`src/rtl/i2c_master_if.sv`:
```
// Command/response and two-wire bus signals shared between the EEPROM
// register logic (slave view), the bus initiator (master view) and the wires.
interface i2c_master_if;
  logic       cmd_valid;
  logic       cmd_ready;
  logic [1:0] cmd;
  logic [7:0] wr_data;
  logic       cmd_nack;
  logic       rsp_valid;
  logic [7:0] rsp_data;
  logic       rsp_nack;
  logic       scl;
  logic       sda_out;
  logic       sda_in;

  modport master (
    input  cmd_valid, cmd, wr_data, cmd_nack, sda_in,
    output cmd_ready, rsp_valid, rsp_data, rsp_nack, scl, sda_out
  );

  modport slave (
    output cmd_valid, cmd, wr_data, cmd_nack, sda_in,
    input  cmd_ready, rsp_valid, rsp_data, rsp_nack, scl, sda_out
  );
endinterface

```
`src/rtl/i2c_master.sv`:
```
// Two-wire bus initiator: one START/WRITE/READ/STOP command at a time, each
// phase split into four quarters of CLK_DIV cycles with registered SCL/SDA.
module i2c_master #(
  parameter int unsigned CLK_DIV = 4
) (
  input  logic         clk,
  input  logic         reset,
  i2c_master_if.master bus
);

  typedef enum logic [2:0] {ST_IDLE, ST_START, ST_STOP, ST_XFER, ST_DONE} state_t;

  localparam logic [7:0] LP_QLAST = 8'(CLK_DIV - 1);

  state_t     r_state;
  logic [7:0] r_qcnt;
  logic [1:0] r_quarter;
  logic [2:0] r_bit;
  logic       r_ack;
  logic       r_rd;
  logic [7:0] r_wdata;
  logic       r_nack;
  logic [7:0] r_shift;
  logic       r_ack_smp;
  logic       r_scl;
  logic       r_sda;
  logic       r_ready;
  logic       r_rsp_valid;
  logic [7:0] r_rsp_data;
  logic       r_rsp_nack;

  state_t     w_cmd_st;
  logic       w_cmd_rd;
  logic       w_sample;

  // Bus levels {scl, sda} for a given quarter of a phase.
  function automatic logic [1:0] f_drive(input state_t st, input logic [1:0] q,
                                         input logic [2:0] b, input logic ack,
                                         input logic rd, input logic [7:0] wd,
                                         input logic nk);
    logic [1:0] v;
    v = 2'b11;
    case (st)
      ST_START: begin
        case (q)
          2'd0:    v = 2'b01;
          2'd1:    v = 2'b11;
          2'd2:    v = 2'b10;
          default: v = 2'b00;
        endcase
      end
      ST_STOP: begin
        case (q)
          2'd0:    v = 2'b00;
          2'd1:    v = 2'b10;
          default: v = 2'b11;
        endcase
      end
      ST_XFER: begin
        v[1] = (q == 2'd1) || (q == 2'd2);
        if (ack) v[0] = rd ? nk : 1'b1;
        else     v[0] = rd ? 1'b1 : wd[b];
      end
      default: v = 2'b11;
    endcase
    return v;
  endfunction

  always_comb begin
    w_cmd_st = ST_XFER;
    case (bus.cmd)
      2'd0:    w_cmd_st = ST_START;
      2'd3:    w_cmd_st = ST_STOP;
      default: w_cmd_st = ST_XFER;
    endcase
  end

  assign w_cmd_rd = (bus.cmd == 2'd2);
  assign w_sample = (r_state == ST_XFER) && (r_quarter == 2'd2) && (r_qcnt == LP_QLAST);

  always_ff @(posedge clk or negedge reset) begin
    if (!reset) begin
      r_state     <= ST_IDLE;
      r_qcnt      <= '0;
      r_quarter   <= '0;
      r_bit       <= '0;
      r_ack       <= 1'b0;
      r_rd        <= 1'b0;
      r_wdata     <= '0;
      r_nack      <= 1'b0;
      r_shift     <= '0;
      r_ack_smp   <= 1'b0;
      r_scl       <= 1'b1;
      r_sda       <= 1'b1;
      r_ready     <= 1'b1;
      r_rsp_valid <= 1'b0;
      r_rsp_data  <= '0;
      r_rsp_nack  <= 1'b0;
    end else begin
      case (r_state)
        ST_IDLE: begin
          if (bus.cmd_valid && r_ready) begin
            r_state   <= w_cmd_st;
            r_ready   <= 1'b0;
            r_rd      <= w_cmd_rd;
            r_wdata   <= bus.wr_data;
            r_nack    <= bus.cmd_nack;
            r_qcnt    <= LP_QLAST;
            r_quarter <= 2'd0;
            r_bit     <= 3'd7;
            r_ack     <= 1'b0;
            {r_scl, r_sda} <= f_drive(w_cmd_st, 2'd0, 3'd7, 1'b0, w_cmd_rd,
                                      bus.wr_data, bus.cmd_nack);
          end
        end
        ST_DONE: begin
          r_rsp_valid <= 1'b0;
          r_ready     <= 1'b1;
          r_state     <= ST_IDLE;
          r_quarter   <= 2'd0;
          r_bit       <= 3'd0;
          r_ack       <= 1'b0;
        end
        default: begin
          if (w_sample) begin
            if (r_ack) r_ack_smp <= bus.sda_in;
            else       r_shift   <= {r_shift[6:0], bus.sda_in};
          end
          if (r_qcnt != 8'd0) begin
            r_qcnt <= r_qcnt - 8'd1;
          end else if (r_quarter != 2'd3) begin
            r_quarter <= r_quarter + 2'd1;
            r_qcnt    <= LP_QLAST;
            {r_scl, r_sda} <= f_drive(r_state, r_quarter + 2'd1, r_bit, r_ack,
                                      r_rd, r_wdata, r_nack);
          end else if (r_state == ST_XFER && !r_ack) begin
            // Bit 0 rolls into the ack slot; the bit index is then don't-care.
            r_quarter <= 2'd0;
            r_qcnt    <= LP_QLAST;
            if (r_bit == 3'd0) r_ack <= 1'b1;
            else               r_bit <= r_bit - 3'd1;
            {r_scl, r_sda} <= f_drive(ST_XFER, 2'd0, r_bit - 3'd1, (r_bit == 3'd0),
                                      r_rd, r_wdata, r_nack);
          end else begin
            r_state     <= ST_DONE;
            r_rsp_valid <= 1'b1;
            if (r_state == ST_XFER) begin
              r_rsp_data <= r_shift;
              r_rsp_nack <= r_rd ? r_nack : r_ack_smp;
            end
          end
        end
      endcase
    end
  end

  assign bus.cmd_ready = r_ready;
  assign bus.rsp_valid = r_rsp_valid;
  assign bus.rsp_data  = r_rsp_data;
  assign bus.rsp_nack  = r_rsp_nack;
  assign bus.scl       = r_scl;
  assign bus.sda_out   = r_sda;

endmodule

```
`src/flat_wrapper.sv`:
```
// flat-port wrapper written by rule: the top's interface ports become plain ports
module i2c_master_flat 
#(
  parameter int unsigned CLK_DIV = 4
)
  (clk, reset, bus_cmd_valid, bus_cmd, bus_wr_data, bus_cmd_nack, bus_sda_in, bus_cmd_ready, bus_rsp_valid, bus_rsp_data, bus_rsp_nack, bus_scl, bus_sda_out);
  i2c_master_if bus_i ();
  input  logic clk;
  input  logic reset;
  input wire logic [$bits(bus_i.cmd_valid)-1:0] bus_cmd_valid;
  input wire logic [$bits(bus_i.cmd)-1:0] bus_cmd;
  input wire logic [$bits(bus_i.wr_data)-1:0] bus_wr_data;
  input wire logic [$bits(bus_i.cmd_nack)-1:0] bus_cmd_nack;
  input wire logic [$bits(bus_i.sda_in)-1:0] bus_sda_in;
  output wire logic [$bits(bus_i.cmd_ready)-1:0] bus_cmd_ready;
  output wire logic [$bits(bus_i.rsp_valid)-1:0] bus_rsp_valid;
  output wire logic [$bits(bus_i.rsp_data)-1:0] bus_rsp_data;
  output wire logic [$bits(bus_i.rsp_nack)-1:0] bus_rsp_nack;
  output wire logic [$bits(bus_i.scl)-1:0] bus_scl;
  output wire logic [$bits(bus_i.sda_out)-1:0] bus_sda_out;
  assign bus_i.cmd_valid = bus_cmd_valid;
  assign bus_i.cmd = bus_cmd;
  assign bus_i.wr_data = bus_wr_data;
  assign bus_i.cmd_nack = bus_cmd_nack;
  assign bus_i.sda_in = bus_sda_in;
  assign bus_cmd_ready = bus_i.cmd_ready;
  assign bus_rsp_valid = bus_i.rsp_valid;
  assign bus_rsp_data = bus_i.rsp_data;
  assign bus_rsp_nack = bus_i.rsp_nack;
  assign bus_scl = bus_i.scl;
  assign bus_sda_out = bus_i.sda_out;
  i2c_master #(.CLK_DIV(CLK_DIV)) u_core (.clk(clk), .reset(reset), .bus(bus_i));
endmodule
```
`config.mk`:
```
export PLATFORM = sky130hd
export DESIGN_NAME = i2c_master_flat
export DESIGN_NICKNAME = d
export VERILOG_FILES = /design/src/rtl/i2c_master_if.sv /design/src/rtl/i2c_master.sv /design/src/flat_wrapper.sv
export SDC_FILE = /design/constraint.sdc
export NUM_CORES = 1
export LEC_CHECK = 0
export ABC_AREA = 1
export CELL_PAD_IN_SITES_DETAIL_PLACEMENT = 0
export CELL_PAD_IN_SITES_GLOBAL_PLACEMENT = 2
export CORE_MARGIN = 2
export CORE_UTILIZATION = 31
export DETAILED_ROUTE_END_ITERATION = 16
export PLACE_DENSITY = 0.81
export SLEW_MARGIN = 20
export SYNTH_ARGS = -nofsm -noshare
export SYNTH_HDL_FRONTEND = slang
export SYNTH_SLANG_ARGS = --single-unit
```
`constraint.sdc`:
```
create_clock -name clk -period 1.7 [get_ports clk]
set_input_delay 0.17 -clock clk [delete_from_list [all_inputs] [get_ports clk]]
set_output_delay 0.17 -clock clk [all_outputs]
set_load 0.05 [all_outputs]
```
==> results.toml <==
[status]
outcome = "finished, final reports clean"

[final_layout]
drive_above_1_share_pct = 25.9
nets = 414
mostFrequentLayoutCells = "84 x nand2_1, 44 x dfrtp_1, 37 x inv_1"
antenna_cells = 0
area_growth_pct = 29.3
layout_commonest_cell = "nand2_1"

[clock_network]
clk_pin_slew_ns = 0.10
clk_latency_ns = 0.31
htreeDepth = 2
cts_root_buffer = "clkbuf_8"
clockBufferDepth = 2
clock_sinks = 49
cts_buffers = 5
cts_tree = "built"

[yosys]
synth_xor_area_share_pct = 1.61
syn_nets = 352
synthArstFlopShare_pct = 100
synth_top_family_by_area = "simple AND/OR/NAND/NOR gates"
ys_seq_elements = 49
synth_warnings = 0
netlist_instances = 327
synthFlopType = "dfrtp_1"
ys_seq_area_share_pct = 45.3
synth_fa_ha_area_share_pct = 4.61
synth_edf_count = 0
synthSimpleGateAreaFrac_pct = 24.7
avgSynthCellArea_um2 = 8.30
synth.mux.area_fraction_pct = 0
synth_cell_type_count = 40
synth_compound_area_share_pct = 15.0
syn-cell-area_um2 = 2710

[floorplan]
die-area_um2 = 9520
core-area_um2 = 8590
die_w_um = 97.5
die_y_um = 97.5
row_count = 34
initial_core_util_pct = 31.6
io-pin-count = 28

[sta]
setup_ws_ns = 0.0519
fin_hold_ws_ns = 0.387
clock.fmax_ghz = 0.607
maxSlewViolCount = 0
hold_viol = 0
fin_crit_ns = 1.65
maxSlewHeadroom_pct = 66.4
finalCritPeriodShare_pct = 96.9
setup-violations-final = 0
tightest_slew_ns = 0.502
fin_skew_ns = 0.00979
setup_tns_ns = 0

[setup_path]
slowest_delay_ns = 0.81
reg2reg_slack_ns = 0.10
r2r_end = "u_core.r_qcnt[6]$_DFFE_PN0P_"
worstSetupEndpointType = "primary output"
crit_buf_inv = 1
crit_fanout = 2
worstPathRequired_ns = 1.53
slowest_stage = "clkdlybuf4s50_1"
r2r_start = "u_core.r_state[0]$_DFFE_PN0P_"
arrival_ns = 1.48
start_kind = "flip-flop"
path_cells = "clkdlybuf4s50_1"
crit_type = "flip-flop to primary output"
cpLargestDelayFamily = "buffers and inverters"
ff2ff_path_depth = 9

[drt]
num_vias = 2251
drt_wl_total_um = 6000
drc = 0
first_pass_iters = 4
ant_nets = 0
wire_per_inst_um = 12.0
drt-initial-drc-count = 48
via_per_inst = 4.52

[global_route]
antenna_found_initial = 0
first_global_vias = 2188
busiest_layer = "met2"
use_met1_pct = 18.1
grt_max_degree = 50
grt_usage_pct = 13.1
use_met2_pct = 21.1
grt_pass1_wl_um = 10300
use_met3_pct = 2.45
overflow = 0

[pwr]
total_power_mw = 6.10
leakagePower_nw = 1.67
power_density_nw_per_um2 = 1740
vdd_drop_max_mv = 0.961

[placed_design]
pre_cts_slack_ns = -0.00951
dp_hpwl_um = 4480
place_congestion = 0.828
io_buffers = 27

[job]
maxCapViolations = 0

[worst_hold_path]
hp-class = "primary input to async pin"
-- sequential cells by signal (all words and copies together) (netlist names) --
register / count
u_core.bus.scl: 1
u_core.r_state: 3
u_core.r_bit: 3
u_core.bus.sda_out: 1
u_core.r_nack: 1
u_core.r_wdata: 8
u_core.r_shift: 8
u_core.r_qcnt: 8
u_core.bus.rsp_valid: 1
u_core.bus.rsp_nack: 1
u_core.r_ack_smp: 1
u_core.bus.rsp_data: 8
u_core.r_rd: 1
u_core.bus.cmd_ready: 1
u_core.r_quarter: 2
u_core.r_ack: 1
-- cell families (layout without fill, tap and decap cells) --
logic type / count (synthesis) / count (layout)
compound gates: 63 / 63
fa+ha+maj: 10 / 10
xor+xnor: 5 / 5
flops: 49 / 49
buf+inv: 55 / 118
simple gates: 145 / 145
-- stage by stage --
step	util (%)	cell area, µm²	cells
2_1_floorplan	-	2710	327
3_3_place_gp	37.8	3240	479
3_5_place_dp	37.8	3240	479
4_1_cts	39.3	3370	489
5_1_grt	40.8	3510	498
6_report	40.8	3510	498
-- cells in the mapped netlist (5+ instances only) --
master,count,area (µm²)
ha_1,10,125
o21ai_1,13,65.1
nor2_1,17,63.8
a21oi_1,6,30.0
o21ai_0,23,115
nand4_1,5,31.3
nand3_1,19,95.1
inv_1,40,150
inv_2,5,18.8
nand2_1,85,319
dfrtp_1,46,1150
o21ai_2,10,87.6
-- power by group --
part	internal, mW	total [mW]	switching [mW]
Combinational	1.48	3.47	2.00
Clock	0.442	0.863	0.421
Sequential	1.52	1.77	0.251
Total	3.44	6.10	2.67
-- how the worst max path moves through the flow --
| stage | start | to | slack (ns) | depth (start not counted) |
|---|---|---|---|---|
| after global routing | u_core.r_state[0]$_DFFE_PN0P_ | u_core.r_qcnt[6]$_DFFE_PN0P_ | -0.007 | 9 |
| after global placement | u_core.r_state[1]$_DFFE_PN0P_ | u_core.r_qcnt[3]$_DFFE_PN0P_ | -0.004 | 7 |
| after CTS | u_core.r_state[0]$_DFFE_PN0P_ | u_core.bus.rsp_nack$_DFFE_PN0P_ | 0.007 | 7 |
| final | u_core.bus.rsp_data[5]$_DFFE_PN0P_ | bus_rsp_data[5] | 0.05 | 1 |
| after detailed placement | u_core.r_state[0]$_DFFE_PN0P_ | u_core.r_qcnt[3]$_DFFE_PN0P_ | -0.01 | 7 |
| after floorplan | u_core.r_bit[0]$_DFFE_PN0P_ | u_core.bus.sda_out$_DFFE_PN1P_ | 0.07 | 12 |
-- timing repair --
action                                  4_1_cts  5_1_grt
setup buffers                                 1        9
endpoints found under the setup margin        2       26
pin swaps                                     1        7
hold endpoints to repair                     46        0
gates resized for setup                       0       16
hold buffers                                  1        0
-- metal layers --
layer	up-vias	part of all wire [%]
met5	-	0
met4	0	1.1
met1	1051	50
met3	6	2.4
li1	1168	-
met2	26	46
-- final cells by class --
class | count | area [µm²]
tap | 108 | 135
inverter | 48 | 185
clock inverter | 3 | 43.8
fill | 915 | 5090
multi-input combinational | 223 | 1300
clock buffer | 5 | 68.8
sequential | 49 | 1230
timing repair buffer | 62 | 543
(Power assumes the default switching activity.)
